<file path="src/rtl/sync_ram_clear.sv">
// Single-port synchronous RAM; an internal sequencer writes the preload pattern after reset and on each clear.
// Reads and writes take 1 cycle. No backpressure: while busy is high, we and clear are ignored and q holds.
module sync_ram_clear #(
  parameter int               WIDTH      = 4,
  parameter int               ADDR_W     = 4,
  parameter logic [WIDTH-1:0] INIT_FIRST = WIDTH'(1),
  parameter logic [WIDTH-1:0] INIT_FILL  = '0
) (
  input  logic              clk,
  input  logic              reset_n,
  input  logic              clear,
  input  logic              we,
  input  logic [WIDTH-1:0]  data,
  input  logic [ADDR_W-1:0] addr,
  output logic [WIDTH-1:0]  q,
  output logic              busy,
  output logic              done
);

  localparam int                DEPTH = 1 << ADDR_W;
  localparam logic [ADDR_W-1:0] LAST  = '1;

  typedef enum logic {
    S_CLEAR = 1'b0,
    S_IDLE  = 1'b1
  } state_t;

  state_t            r_state;
  state_t            w_state_nxt;
  logic [ADDR_W-1:0] r_ptr;
  logic [ADDR_W-1:0] w_ptr_nxt;
  logic [WIDTH-1:0]  r_ram [DEPTH];
  logic [WIDTH-1:0]  r_q;
  logic [WIDTH-1:0]  w_init;
  logic              w_wr;

  // clear outranks a same-cycle user write
  assign w_wr   = (r_state == S_IDLE) && we && !clear;
  assign w_init = (r_ptr == '0) ? INIT_FIRST : INIT_FILL;

  assign busy = (r_state == S_CLEAR);
  assign done = (r_state == S_CLEAR) && (r_ptr == LAST);
  assign q    = r_q;

  always_ff @(posedge clk or negedge reset_n) begin
    if (!reset_n) begin
      r_state <= S_CLEAR;
      r_ptr   <= '0;
    end else begin
      r_state <= w_state_nxt;
      r_ptr   <= w_ptr_nxt;
    end
  end

  always_comb begin
    w_state_nxt = r_state;
    w_ptr_nxt   = r_ptr;
    case (r_state)
      S_CLEAR: begin
        w_ptr_nxt = r_ptr + ADDR_W'(1);
        if (r_ptr == LAST) begin
          w_state_nxt = S_IDLE;
        end
      end
      S_IDLE: begin
        if (clear) begin
          w_state_nxt = S_CLEAR;
          w_ptr_nxt   = '0;
        end
      end
      default: begin
        w_state_nxt = S_CLEAR;
        w_ptr_nxt   = '0;
      end
    endcase
  end

  // No reset on the array so it maps onto block RAM
  always_ff @(posedge clk) begin
    if (r_state == S_CLEAR) begin
      r_ram[r_ptr] <= w_init;
    end else if (w_wr) begin
      r_ram[addr] <= data;
    end
  end

  always_ff @(posedge clk or negedge reset_n) begin
    if (!reset_n) begin
      r_q <= '0;
    end else if (r_state == S_IDLE) begin
      r_q <= w_wr ? data : r_ram[addr];
    end
  end

endmodule

</file>
<file path="config.mk">
export PLATFORM = sky130hd
export DESIGN_NAME = sync_ram_clear
export DESIGN_NICKNAME = d
export VERILOG_FILES = /design/src/rtl/sync_ram_clear.sv
export SDC_FILE = /design/constraint.sdc
export NUM_CORES = 1
export LEC_CHECK = 0
export CORE_UTILIZATION = 35
export CTS_CLUSTER_DIAMETER = 150
export DETAILED_ROUTE_END_ITERATION = 12
export HOLD_SLACK_MARGIN = 0.15
export PLACE_DENSITY_LB_ADDON = 0.12
export SYNTH_ARGS = -nofsm -noshare
export SYNTH_HDL_FRONTEND = slang
export SYNTH_SLANG_ARGS = --single-unit
</file>
<file path="constraint.sdc">
create_clock -name clk -period 1.5 [get_ports clk]
set_input_delay 0.3 -clock clk [delete_from_list [all_inputs] [get_ports clk]]
set_output_delay 0.3 -clock clk [all_outputs]
set_load 0.02 [all_outputs]
</file>
# Word level (Yosys, flattened, before mapping)
# Memories as Yosys holds them, arrays and structs flattened. A register that Yosys moved wholly into a read port is not among the register bits.
# Index checks and enable logic that the tools add are counted.
[op_classes] add_sub_neg=1 n_mul=0 div_mod_pow=0 n_lt_le_gt_ge=0 eq_ne=2 n_shift=0 n_mux=13 bitwise_logic=1 n_reduce_logical=7
[op_table] operator="2-to-1 mux 4 bit" n=3
[op_table] operator="2-to-1 mux 1 bit" n=8
[op_table] operator="one-hot mux 4 bit (2 select lines)" n=1
[op_table] operator="adder 4 x 1 -> 4 bit, second input constant" n=1
[op_table] operator="== test 4 bit, second input constant" n=1
[op_table] operator="zero test 4 bit" n=1
[op_table] operator="OR reduction 4 bit" n=1
[op_table] operator="logical AND 1 bit" n=3
[op_table] operator="zero test 1 bit" n=2
[op_table] operator="inequality test 2 bit, second input constant" n=1
[op_table] operator="one-hot mux 1 bit (2 select lines)" n=1
[op_table] operator="NOT 1 bit" n=1
[word_totals] reg_bits=5 latchBits=0 ramBits=64 romBits=0 inputBits=12 output_inout_bits=6 elab_cells=27 mem_count=1
[memory_table] memory="r_ram" words=16 width=4 rd=1 rd_ports_with_merged_regs=1 write_ports=1 line_no="32" rtl="logic [WIDTH-1:0] r_ram [DEPTH];"

# Logic depth before layout (Yosys ltp)
[depth] ltp_word=7 depth_mapped=6 depth_no_buf=4

# Worst setup path after synthesis
# OpenSTA, ideal clock, no wires.
[synth_path] path_type="input to register" startpoint="input port addr[0]" endpoint="register r_q[2] (netlist: q[2]), read port of r_ram" setup_time_ps=124 t_arrival_ps=1456 required_ps=1376 setup_slack_ps=-80 cell_stages=6 path_buffers=2 path_cell_list="buf_6 buf_8 mux4_1 nand2_1 a31oi_1 a211o_1"
[synth_lines] item="from (decl)" line_no="14" rtl="input logic [ADDR_W-1:0] addr,"
[synth_lines] item="to (decl)" line_no="33" rtl="logic [WIDTH-1:0] r_q;"

# Final worst setup path
[layout_path] startpoint="register r_state" endpoint="memory r_ram[5][0], enable pin"
[layout_via] elab_chain_cells=7 elab_cells_between_ends=9 classes_between="6 x mux; 3 x reduce/logical"
[layout_rtl] item="from (decl)" line_no="28" rtl="state_t r_state;"
[layout_rtl] item="from (signal assigned)" line_no="50" rtl="r_state <= w_state_nxt;"
[layout_rtl] item="logical AND 1 bit (2 in series)" line_no="38" rtl="assign w_wr = (r_state == S_IDLE) && we && !clear;"
[layout_rtl] item="2-to-1 mux 1 bit" line_no="82" rtl="end else if (w_wr) begin"
[layout_rtl] item="2-to-1 mux 1 bit" line_no="80" rtl="if (r_state == S_CLEAR) begin"
[layout_rtl] item="2-to-1 mux 1 bit (not written as such)" line_no="83" rtl="r_ram[addr] <= data;"
[layout_rtl] item="OR reduction 4 bit (no line)"
[layout_rtl] item="2-to-1 mux 4 bit (no line) or 2-to-1 mux 1 bit (tied branches)"
[layout_rtl] item="to (decl)" line_no="32"
# Several ways; a longest one is shown, not always the timed one.

==> flow_metrics.py <==
metrics = {
    "synthesis": {
        "seq_area_frac_synth": 0.694,
        "yosysWarnings": 0,
        "synth_mux_area_frac": 0.134,
        "synthesis.area_sq_um": 3100,
        "synth-edff-count": 64,
        "synth.distinct_cells": 34,
        "syn_area_per_cell_sq_um": 16.8,
        "yosys.area.top_type": "edfxtp_1",
        "syn-instance-count": 184,
        "synth_adder_area_share": 0.00808,
        "synth-compound-area-share": 0.0542,
        "synth_top_flop_cell": "edfxtp_1",
        "synth_seq_cells": 73,
        "synth_xor_area_frac": 0.00566,
        "syn_nets": 198,
        "async_reset_ff_frac": 0.123,
        "synth.area.top_cells": "edfxtp_1 62%, mux4_1 10%, dfrtp_1 7.3%",
        "synth_top_family_by_area": "multiplexers",
        "netlist.area_leader.share": 0.621,
        "synthSimpleGateAreaFrac": 0.0816,
    },
    "sta": {
        "finalSetupTns_ps": -11300,
        "period_minus_slack_ps": 1720,
        "worstMarginPinSlew_ps": 466,
        "worst_slack_ps": -224,
        "setup_viol": 85,
        "hold_viol_final": 0,
        "drv_slew": 0,
        "worst_clock_skew_ps": 14.6,
        "period_share": 1.15,
        "relSlewSlack": 0.688,
        "fmax_ghz": 0.580,
        "grt_setup_unrepaired": "true",
    },
    "clocking": {
        "clock_tree.buffer_depth": 2,
        "cts_sinks": 73,
        "insertion_delay_ps": 350,
        "cts_max_level": 3,
        "cts_hold_buf": 0,
        "cts_tree": "yes",
        "cts_inserted_buffers": 9,
        "cts-root-buf": "clkbuf_8",
        "clk_pin_slew_ps": 90,
    },
    "place": {
        "place_area_sq_um": 3690,
        "hpwlAfterDp_um": 4900,
        "port_buffers": 17,
        "place_congestion": 0.806,
        "place_ws_ps": -838,
    },
    "routing": {
        "drt-initial-drc-count": 79,
        "drt_wl_total_um": 7870,
        "postRouteAntennaNets": 0,
        "via_per_inst": 5.30,
        "drtPass1Iterations": 5,
        "route.detailed.drc": 0,
        "wl_per_cell_um": 21.3,
        "vias": 1957,
    },
    "critical_path": {
        "reg2reg_to": "r_ram[5][0]",
        "end_kind": "flop",
        "worstPathArrival_ps": 1790,
        "r2r-start": "r_state",
        "cp-start-kind": "flop",
        "critPathKind": "flop to flop",
        "ff2ff_setup_slack_ps": -220,
        "required_ps": 1560,
        "crit_path_max_fanout": 5,
        "r2r_cells": 6,
    },
    "layout": {
        "nFillCells": 686,
        "syn2layout_area_growth_pct": 41.6,
        "final_cell_mix": "64 x edfxtp_1, 40 x buf_4, 12 x mux4_2",
        "n_antenna_cell": 0,
        "fin_nets": 273,
        "final_layout_size_suffix_gt1_frac": 0.485,
        "layout_commonest_cell": "edfxtp_1",
        "fin_area_sq_um": 4380,
    },
    "die": {
        "dieArea_sq_um": 9220,
        "die_w_um": 96.0,
        "rows": 33,
        "coreArea_sq_um": 8380,
        "die_h_um": 96.0,
        "num_io_pins": 18,
        "initial_core_util": 0.369,
    },
    "flow_run": {
        "maxCapViolations": 0,
    },
    "power": {
        "total_power_mw": 7.25,
        "power_density_nw_per_um2": 1650,
        "vdd_drop_max_v": 0.000701,
        "p_leak_nw": 1.54,
    },
    "grt": {
        "antenna_found_initial": 0,
        "gr-total-overflow": 0,
        "grt_max_degree": 18,
        "grt_pass1_vias": 2047,
        "grt_usage": 0.189,
        "grt_pass1_wl_um": 12000,
    },
    "run_status": {
        "outcome": "finished, violations left",
        "violations": "negative setup slack",
    },
    "worst_hold_path": {
        "hp-class": "input port to asynchronous set/reset pin",
    },
}
[cells in the mapped netlist, types with 2 or more instances]
master    number
o22ai_1        2
nor3_1         4
a31oi_1        8
edfxtp_1      64
mux4_1        12
ha_1           2
nand3_1        5
nor2_1        21
a21oi_1        2
a211o_1        4
dfrtp_1        9
a22oi_1        4
nor3b_1        3
mux4_2         4
clkbuf_1       5
nor2b_1        3
nand2_1        9
and2_1         4
buf_2          2
inv_1          3
[report_power, final]
part | leakage, nW | switching [mW] | internal, mW | total (mW)
Sequential | 0.675 | 0.182 | 2.81 | 2.99
Clock | 0.0929 | 0.741 | 0.774 | 1.52
Combinational | 0.768 | 1.47 | 1.28 | 2.74
Total | 1.54 | 2.39 | 4.86 | 7.25
[metrics by stage]
step           hold slack (ps)  cells   util
3_5_place_dp               497    336  0.441
6_report                   255    369  0.523
4_1_cts                    264    364  0.509
2_1_floorplan             4.41    184      -
5_1_grt                    274    369  0.523
3_3_place_gp               489    336  0.441
[state kept, by name, summed over array words and instances (netlist names)]
register / cells
q: 4
r_state: 1
r_ram: 64
r_ptr: 4
[repair_timing]
action / in CTS / in global routing
pin swaps: 18 / 6
buffers inserted: 10 / 5
cloned: 3 / 1
hold endpoints to repair: 0 / 0
resized for setup: 81 / 21
endpoints found under the setup margin: 74 / 90
[worst max-delay path: stages, from the launching register on]
cell	delay, ps
dfrtp_1	410
nand3b_1	210
buf_4	210
nor3b_4	220
a31oi_4	110
nor2_2	150
buf_6	130
[cell type report]
class / instances / area [sq um] / area share
clock buffers: 10 / 128 / 0.0291
clock inverters: 6 / 67.6 / 0.0154
inverters: 4 / 16.3 / 0.00371
multi-input cells: 98 / 1140 / 0.260
flip-flops and latches: 73 / 2150 / 0.490
well taps: 105 / 131 / 0.0300
repair buffers: 73 / 754 / 0.172
[layer usage]
metal / GRT usage / up-vias / routed length, um
met3: 0.0348 / 9 / 456
met1: 0.260 / 1015 / 3400
li1: - / 883 / -
met2: 0.300 / 50 / 3930
met5: 0 / - / 0
met4: 0.0684 / 0 / 83
[cells by family (layout without fill, tap and decap cells)]
group / count (synthesis) / in the layout
compound gates: 24 / 24
fa+ha+maj: 2 / 2
xor+xnor: 2 / 2
simple gates: 53 / 53
flops: 73 / 73
buf+inv: 13 / 93
mux: 17 / 17
[worst max path at each step]
stage                 start      endpoint  slack (ps)  cells after the start
floorplan           addr[1]   r_ram[6][0]         -40                      5
global placement      clear   r_ram[6][2]        -780                      6
detailed placement    clear   r_ram[6][2]        -840                      6
CTS                 r_state  r_ram[14][0]        -220                      6
global route        r_state   r_ram[2][1]        -370                      6
finish              r_state   r_ram[5][0]        -220                      6
Power figures use the tool's default switching activity.
